## config.mk

```make
export PLATFORM = sky130hd
export DESIGN_NAME = seg7_scan_driver
export DESIGN_NICKNAME = d
export VERILOG_FILES = /design/src/rtl/seg7_scan_driver.sv
export SDC_FILE = /design/constraint.sdc
export NUM_CORES = 1
export LEC_CHECK = 0
export CORE_ASPECT_RATIO = 0.75
export CORE_UTILIZATION = 52
export CTS_BUF_LIST = sky130_fd_sc_hd__clkbuf_4
export DETAILED_ROUTE_END_ITERATION = 16
export PLACE_DENSITY = 0.8
export SLEW_MARGIN = 20
export SYNTH_ARGS = -nofsm -noshare
export SYNTH_HDL_FRONTEND = slang
export SYNTH_SLANG_ARGS = --single-unit
```

## constraint.sdc

```tcl
create_clock -name clk_1M -period 4.1 [get_ports clk_1M]
set_input_delay 0.41 -clock clk_1M [delete_from_list [all_inputs] [get_ports clk_1M]]
set_output_delay 0.41 -clock clk_1M [all_outputs]
set_load 0.01 [all_outputs]
```

## src/rtl/seg7_scan_driver.sv

```systemverilog
// seg7_scan_driver: multiplexes four hex digits onto a common-anode 7-segment
// display, advancing one digit per rising edge of the slow scan clock.
module seg7_scan_driver #(
  parameter int DEAD_CYCLES = 8
) (
  input  logic        clk_1M,
  input  logic        reset,
  input  logic        clk_1k,
  input  logic        en,
  input  logic [15:0] digits,
  input  logic [3:0]  dp_in,
  input  logic        blank_lead,
  output logic [3:0]  an,
  output logic [6:0]  seg,
  output logic        dp,
  output logic        frame_done,
  output logic        dbg_state,
  output logic [1:0]  dbg_idx
);

  typedef enum logic {
    ST_BLANK = 1'b0,
    ST_SHOW  = 1'b1
  } state_t;

  localparam bit         NO_DEAD  = (DEAD_CYCLES == 0);
  localparam logic [7:0] LAST_CNT = NO_DEAD ? 8'd0 : 8'(DEAD_CYCLES - 1);

  state_t      r_state;
  logic [7:0]  r_cnt;
  logic [1:0]  r_idx;
  logic [15:0] r_snap_dig;
  logic [3:0]  r_snap_dp;
  logic        r_s1, r_s2, r_s3;
  logic [3:0]  r_an;
  logic [6:0]  r_seg;
  logic        r_dp;
  logic        r_frame;

  logic        w_tick;
  state_t      w_state_nxt;
  logic [7:0]  w_cnt_nxt;
  logic [1:0]  w_idx_nxt;
  logic [15:0] w_snap_dig_nxt;
  logic [3:0]  w_snap_dp_nxt;
  logic        w_frame_nxt;
  logic [3:0]  w_nib;
  logic        w_z1, w_z2, w_z3;
  logic        w_lead;
  logic        w_blanked;
  logic [3:0]  w_an_nxt;
  logic [6:0]  w_seg_nxt;
  logic        w_dp_nxt;

  function automatic logic [6:0] decode(input logic [3:0] n);
    logic [6:0] s;
    s = 7'h7F;
    case (n)
      4'h0: s = 7'h40;
      4'h1: s = 7'h79;
      4'h2: s = 7'h24;
      4'h3: s = 7'h30;
      4'h4: s = 7'h19;
      4'h5: s = 7'h12;
      4'h6: s = 7'h02;
      4'h7: s = 7'h78;
      4'h8: s = 7'h00;
      4'h9: s = 7'h10;
      4'hA: s = 7'h08;
      4'hB: s = 7'h03;
      4'hC: s = 7'h46;
      4'hD: s = 7'h21;
      4'hE: s = 7'h06;
      4'hF: s = 7'h0E;
    endcase
    return s;
  endfunction

  // clk_1k is unrelated to clk_1M: two flops resynchronise it, the third detects the rise.
  assign w_tick = r_s2 & ~r_s3;

  always_comb begin
    w_state_nxt    = r_state;
    w_cnt_nxt      = r_cnt;
    w_idx_nxt      = r_idx;
    w_snap_dig_nxt = r_snap_dig;
    w_snap_dp_nxt  = r_snap_dp;
    w_frame_nxt    = 1'b0;
    if (w_tick) begin
      w_idx_nxt   = r_idx + 2'd1;
      w_cnt_nxt   = 8'd0;
      w_state_nxt = NO_DEAD ? ST_SHOW : ST_BLANK;
      if (r_idx == 2'd3) begin
        w_snap_dig_nxt = digits;
        w_snap_dp_nxt  = dp_in;
        w_frame_nxt    = 1'b1;
      end
    end else if (r_state == ST_BLANK) begin
      if (NO_DEAD || (r_cnt == LAST_CNT)) begin
        w_state_nxt = ST_SHOW;
        w_cnt_nxt   = 8'd0;
      end else begin
        w_cnt_nxt = r_cnt + 8'd1;
      end
    end
  end

  // Outputs are computed from next-state values so they change on the same edge as the state.
  always_comb begin
    w_nib = 4'h0;
    case (w_idx_nxt)
      2'd0: w_nib = w_snap_dig_nxt[3:0];
      2'd1: w_nib = w_snap_dig_nxt[7:4];
      2'd2: w_nib = w_snap_dig_nxt[11:8];
      2'd3: w_nib = w_snap_dig_nxt[15:12];
    endcase
    w_z3   = (w_snap_dig_nxt[15:12] == 4'h0);
    w_z2   = w_z3 && (w_snap_dig_nxt[11:8] == 4'h0);
    w_z1   = w_z2 && (w_snap_dig_nxt[7:4] == 4'h0);
    w_lead = 1'b0;
    case (w_idx_nxt)
      2'd1:    w_lead = w_z1;
      2'd2:    w_lead = w_z2;
      2'd3:    w_lead = w_z3;
      default: w_lead = 1'b0;
    endcase
    w_blanked = blank_lead && w_lead;
    w_an_nxt  = 4'hF;
    w_seg_nxt = 7'h7F;
    w_dp_nxt  = 1'b1;
    if ((w_state_nxt == ST_SHOW) && !w_blanked) begin
      w_seg_nxt = decode(w_nib);
      w_dp_nxt  = ~w_snap_dp_nxt[w_idx_nxt];
      if (en) begin
        w_an_nxt = ~(4'b0001 << w_idx_nxt);
      end
    end
  end

  always_ff @(posedge clk_1M) begin
    if (reset) begin
      r_s1       <= 1'b0;
      r_s2       <= 1'b0;
      r_s3       <= 1'b0;
      r_state    <= ST_BLANK;
      r_cnt      <= 8'd0;
      r_idx      <= 2'd0;
      r_snap_dig <= 16'h0000;
      r_snap_dp  <= 4'h0;
      r_an       <= 4'hF;
      r_seg      <= 7'h7F;
      r_dp       <= 1'b1;
      r_frame    <= 1'b0;
    end else begin
      r_s1       <= clk_1k;
      r_s2       <= r_s1;
      r_s3       <= r_s2;
      r_state    <= w_state_nxt;
      r_cnt      <= w_cnt_nxt;
      r_idx      <= w_idx_nxt;
      r_snap_dig <= w_snap_dig_nxt;
      r_snap_dp  <= w_snap_dp_nxt;
      r_an       <= w_an_nxt;
      r_seg      <= w_seg_nxt;
      r_dp       <= w_dp_nxt;
      r_frame    <= w_frame_nxt;
    end
  end

  assign an         = r_an;
  assign seg        = r_seg;
  assign dp         = r_dp;
  assign frame_done = r_frame;
  assign dbg_state  = r_state;
  assign dbg_idx    = r_idx;

endmodule
```

==> summary.txt <==
Worst setup path
  – Arr. time, crit path: 3.49 ns
  – Worst R2R Path Depth: 12
  – Critical R2R Capture: seg[4]
  – Critical Path Source Type: register
  – CP Max Fanout: 23
  – CP peak stage delay: 0.62 ns
  – WP data required: 4.35 ns
  – WS Path Type: reg2reg
  – RR Startpoint: dbg_idx[0]
  – Crit path cell chain: ha_1 -> nand3b_1 -> buf_4 -> mux2i_1 -> nand2_1 -> a21oi_1 -> a221oi_1 -> inv_1 -> ha_1 -> mux2_1 -> nand2_1 -> o211ai_2
  – Slack of the worst reg-to-reg path: 0.86 ns
  – Crit. End Element: register
  – Crit-path slowest cell: a221oi_1

CTS
  – H-tree depth: 2
  – Clock Tree Root: clkbuf_4
  – Post-CTS resize count: 0
  – CTS Hold Buffers Added: 0
  – Total clock buffers created by CTS: 5
  – Worst-path clk slew: 0.14 ns
  – Worst-Skew Late Latency: 0.35 ns
  – CTS tree: done
  – Post-CTS setup buffers: 0
  – Max clock buf depth: 2
  – Clk sink count: 47

Die
  – IO Pins: 41
  – Rows: 19
  – Core Region: 3760 µm²
  – Die footprint: 4300 µm²
  – Initial Utilization: 55.9%
  – Die height: 57.0 µm
  – Die width: 75.4 µm

Synth
  – Synth Instances: 218
  – Synth area leaders: dfxtp_1 45%, mux2i_1 11%, nor2_1 6.4%
  – Number of synthesized register bits: 47
  – Top-area cell type share of the netlist area: 44.8%
  – Mapped Area: 2100 µm²
  – Average cell area after synthesis: 9.63 µm²
  – Cell taking the most area after synthesis: dfxtp_1
  – Post-Syn Nets: 250
  – Seq/Total Area, Yosys: 44.8%
  – Count of cell types in the netlist: 47
  – Ys Warns: 0

Finish
  – Layout cells sized above 1: 7.34%
  – ANT cells: 0
  – Final net count: 290
  – Layout area overhead: 23.4%

STA
  – Minimum clock period: 3.24 ns
  – Rel. slew slack: 50.4%
  – Total negative setup slack: 0 ns
  – Skew final: 0.0150 ns
  – Hold Slack: 0.459 ns
  – RSZ-0062 raised after global routing: false
  – Fmax: 309 MHz
  – Fin. Hold Viols: 0
  – Final slew viol count: 0
  – Final Setup Violations: 0
  – Measured slew at the worst slew-check pin: 0.744 ns
  – Fin crit share: 79.0%

Power and ir drop
  – Leakage: 1.10 nW
  – Clk network pwr share: 27.3%
  – Max VDD drop: 0.203 mV
  – Psw: 0.000205 W
  – Internal power: 0.000589 W
  – Comb pwr share: 13.9%
  – PwrDens: 307 nW/µm²
  – Switch share: 25.9%
  – Sequential share of power: 58.9%

Routing
  – Drt first pass iters: 4
  – Routed Antenna Nets: 0
  – Wirelength per Cell: 13.9 µm
  – Residual DRC: 0
  – Vias per cell: 5.38
  – Final wirelength: 4330 µm
  – Via count: 1,673
  – Initial DRC Count: 121

Job
  – Max-cap violations: 0

GRT
  – Initial antenna violation count: 0
  – Largest net degree at the start of global routing: 28
  – First-pass GRT wire length: 7220 µm
  – Vias in the first global route: 1,528
  – Total congestion overflow: 0
  – Overall routing resource usage: 22.0%

Placement
  – Gpl congestion: 0.911
  – Number of I/O port buffers: 40
  – DP HPWL: 3180 µm

Run status
  – Status: complete, no violations

Hold path
  – Worst hold-check path type: reg2reg
  – Min-Delay Endpoint: r_s2
  – Hold path startpoint: r_s1
  – Hold path depth: 1
## layout by cell type, fill, tap and decap left out, types with 5 or more instances in the layout
cell and count:
nand2_1 17, nor2_1 36, mux2i_1 24, nor2b_1 5, a21oi_1 9, ha_1 7, clkbuf_4 6, nand3_1 9
dfxtp_1 47, clkdlybuf4s50_1 40
## area by class of cell
| cell class | instances | area [µm²] |
|---|---|---|
| flip-flops and latches | 47 | 941 |
| fillers | 333 | 1170 |
| repair buffers | 42 | 415 |
| well taps | 52 | 65.1 |
| clock inverters | 2 | 12.5 |
| multi-input cells | 159 | 1100 |
| clock buffers | 6 | 45.0 |
| inverters | 3 | 11.3 |
## power groups by stage
stage	logic, W	clock network (W)	registers [W]
floorplan	0.0000691	0	0.000477
global placement	0.000108	0	0.000477
detailed placement	0.000108	0	0.000477
CTS	0.000110	0.000221	0.000467
global route	0.000121	0.000240	0.000468
finish	0.000110	0.000217	0.000467
## metal layers
metal	wire length [µm]	vias up	track usage, %
li1	-	846	-
met1	2120	770	33.4
met2	1920	55	32.0
met3	280	2	4.95
met4	6	0	4.50
met5	0	-	0
## logic make-up after synthesis
family          Yosys count  share of synthesized area, %
mux                      29                          14.4
buf+inv                  12                          2.80
fa+ha+maj                 7                          4.17
compound gates           32                          11.7
simple gates             86                          19.2
xor+xnor                  5                          2.80
flops                    47                          44.8
## state kept, by name, indices dropped and copies added, names as in the netlist
register	count
an	4
r_s2	1
seg	7
r_snap_dig	16
r_s1	1
dbg_state	1
r_cnt	8
r_s3	1
dbg_idx	2
r_snap_dp	4
dp	1
frame_done	1
## worst max-delay path by stage
stage | startpoint | end | slack [ns] | cells past startpoint
CTS | dbg_idx[0] | seg[4] | 0.86 | 12
finish | dbg_idx[0] | seg[4] | 0.86 | 12
detailed placement | dbg_idx[0] | seg[4] | 0.90 | 12
global route | dbg_idx[0] | seg[3] | 0.60 | 12
floorplan | dbg_idx[0] | seg[3] | 1.14 | 12
global placement | dbg_idx[0] | seg[4] | 1.04 | 12
## synth_stat cells, drive strengths merged
cell and count:
a21oi 9, nand4 3, o41a 1, mux2 4, a211oi 1, clkbuf 5
nor2b 5, or2 2, dfxtp 47, nor4b 1, buf 4, a41oi 2
a221oi 2, a222oi 1, a22oi 1, and3 3, nor3 2, ha 7
and2b 1, nand2b 2, o211ai 4, nand3 9, o22ai 1, o221ai 2
mux2i 25, nand3b 2, a221o 1, o31ai 1, o21ai 4, xnor2 3
nor2 36, nand2 17, inv 3, and2 2, nand4bb 1, a31oi 2
xor2 2
## through the flow
| stage | power [W] | std cells | utilization, % | setup WS (ns) | instance area, µm² |
|---|---|---|---|---|---|
| after floorplan | 0.000546 | 218 | - | 1.14 | 2100 |
| after global placement | 0.000585 | 303 | 67.4 | 1.04 | 2530 |
| after detailed placement | 0.000585 | 303 | 67.4 | 0.898 | 2530 |
| after CTS | 0.000798 | 311 | 68.9 | 0.859 | 2590 |
| after global routing | 0.000829 | 311 | 68.9 | 0.598 | 2590 |
| final | 0.000794 | 311 | 68.9 | 0.859 | 2590 |
## worst max-delay path: cells and delay by family (launching register included)
kind | cells | cell delay, ns
buf+inv | 2 | 0.44
fa+ha+maj | 2 | 0.57
flops | 1 | 0.55
compound gates | 3 | 0.79
simple gates | 3 | 0.27
mux | 2 | 0.49
Power figures use the tool's default switching activity.
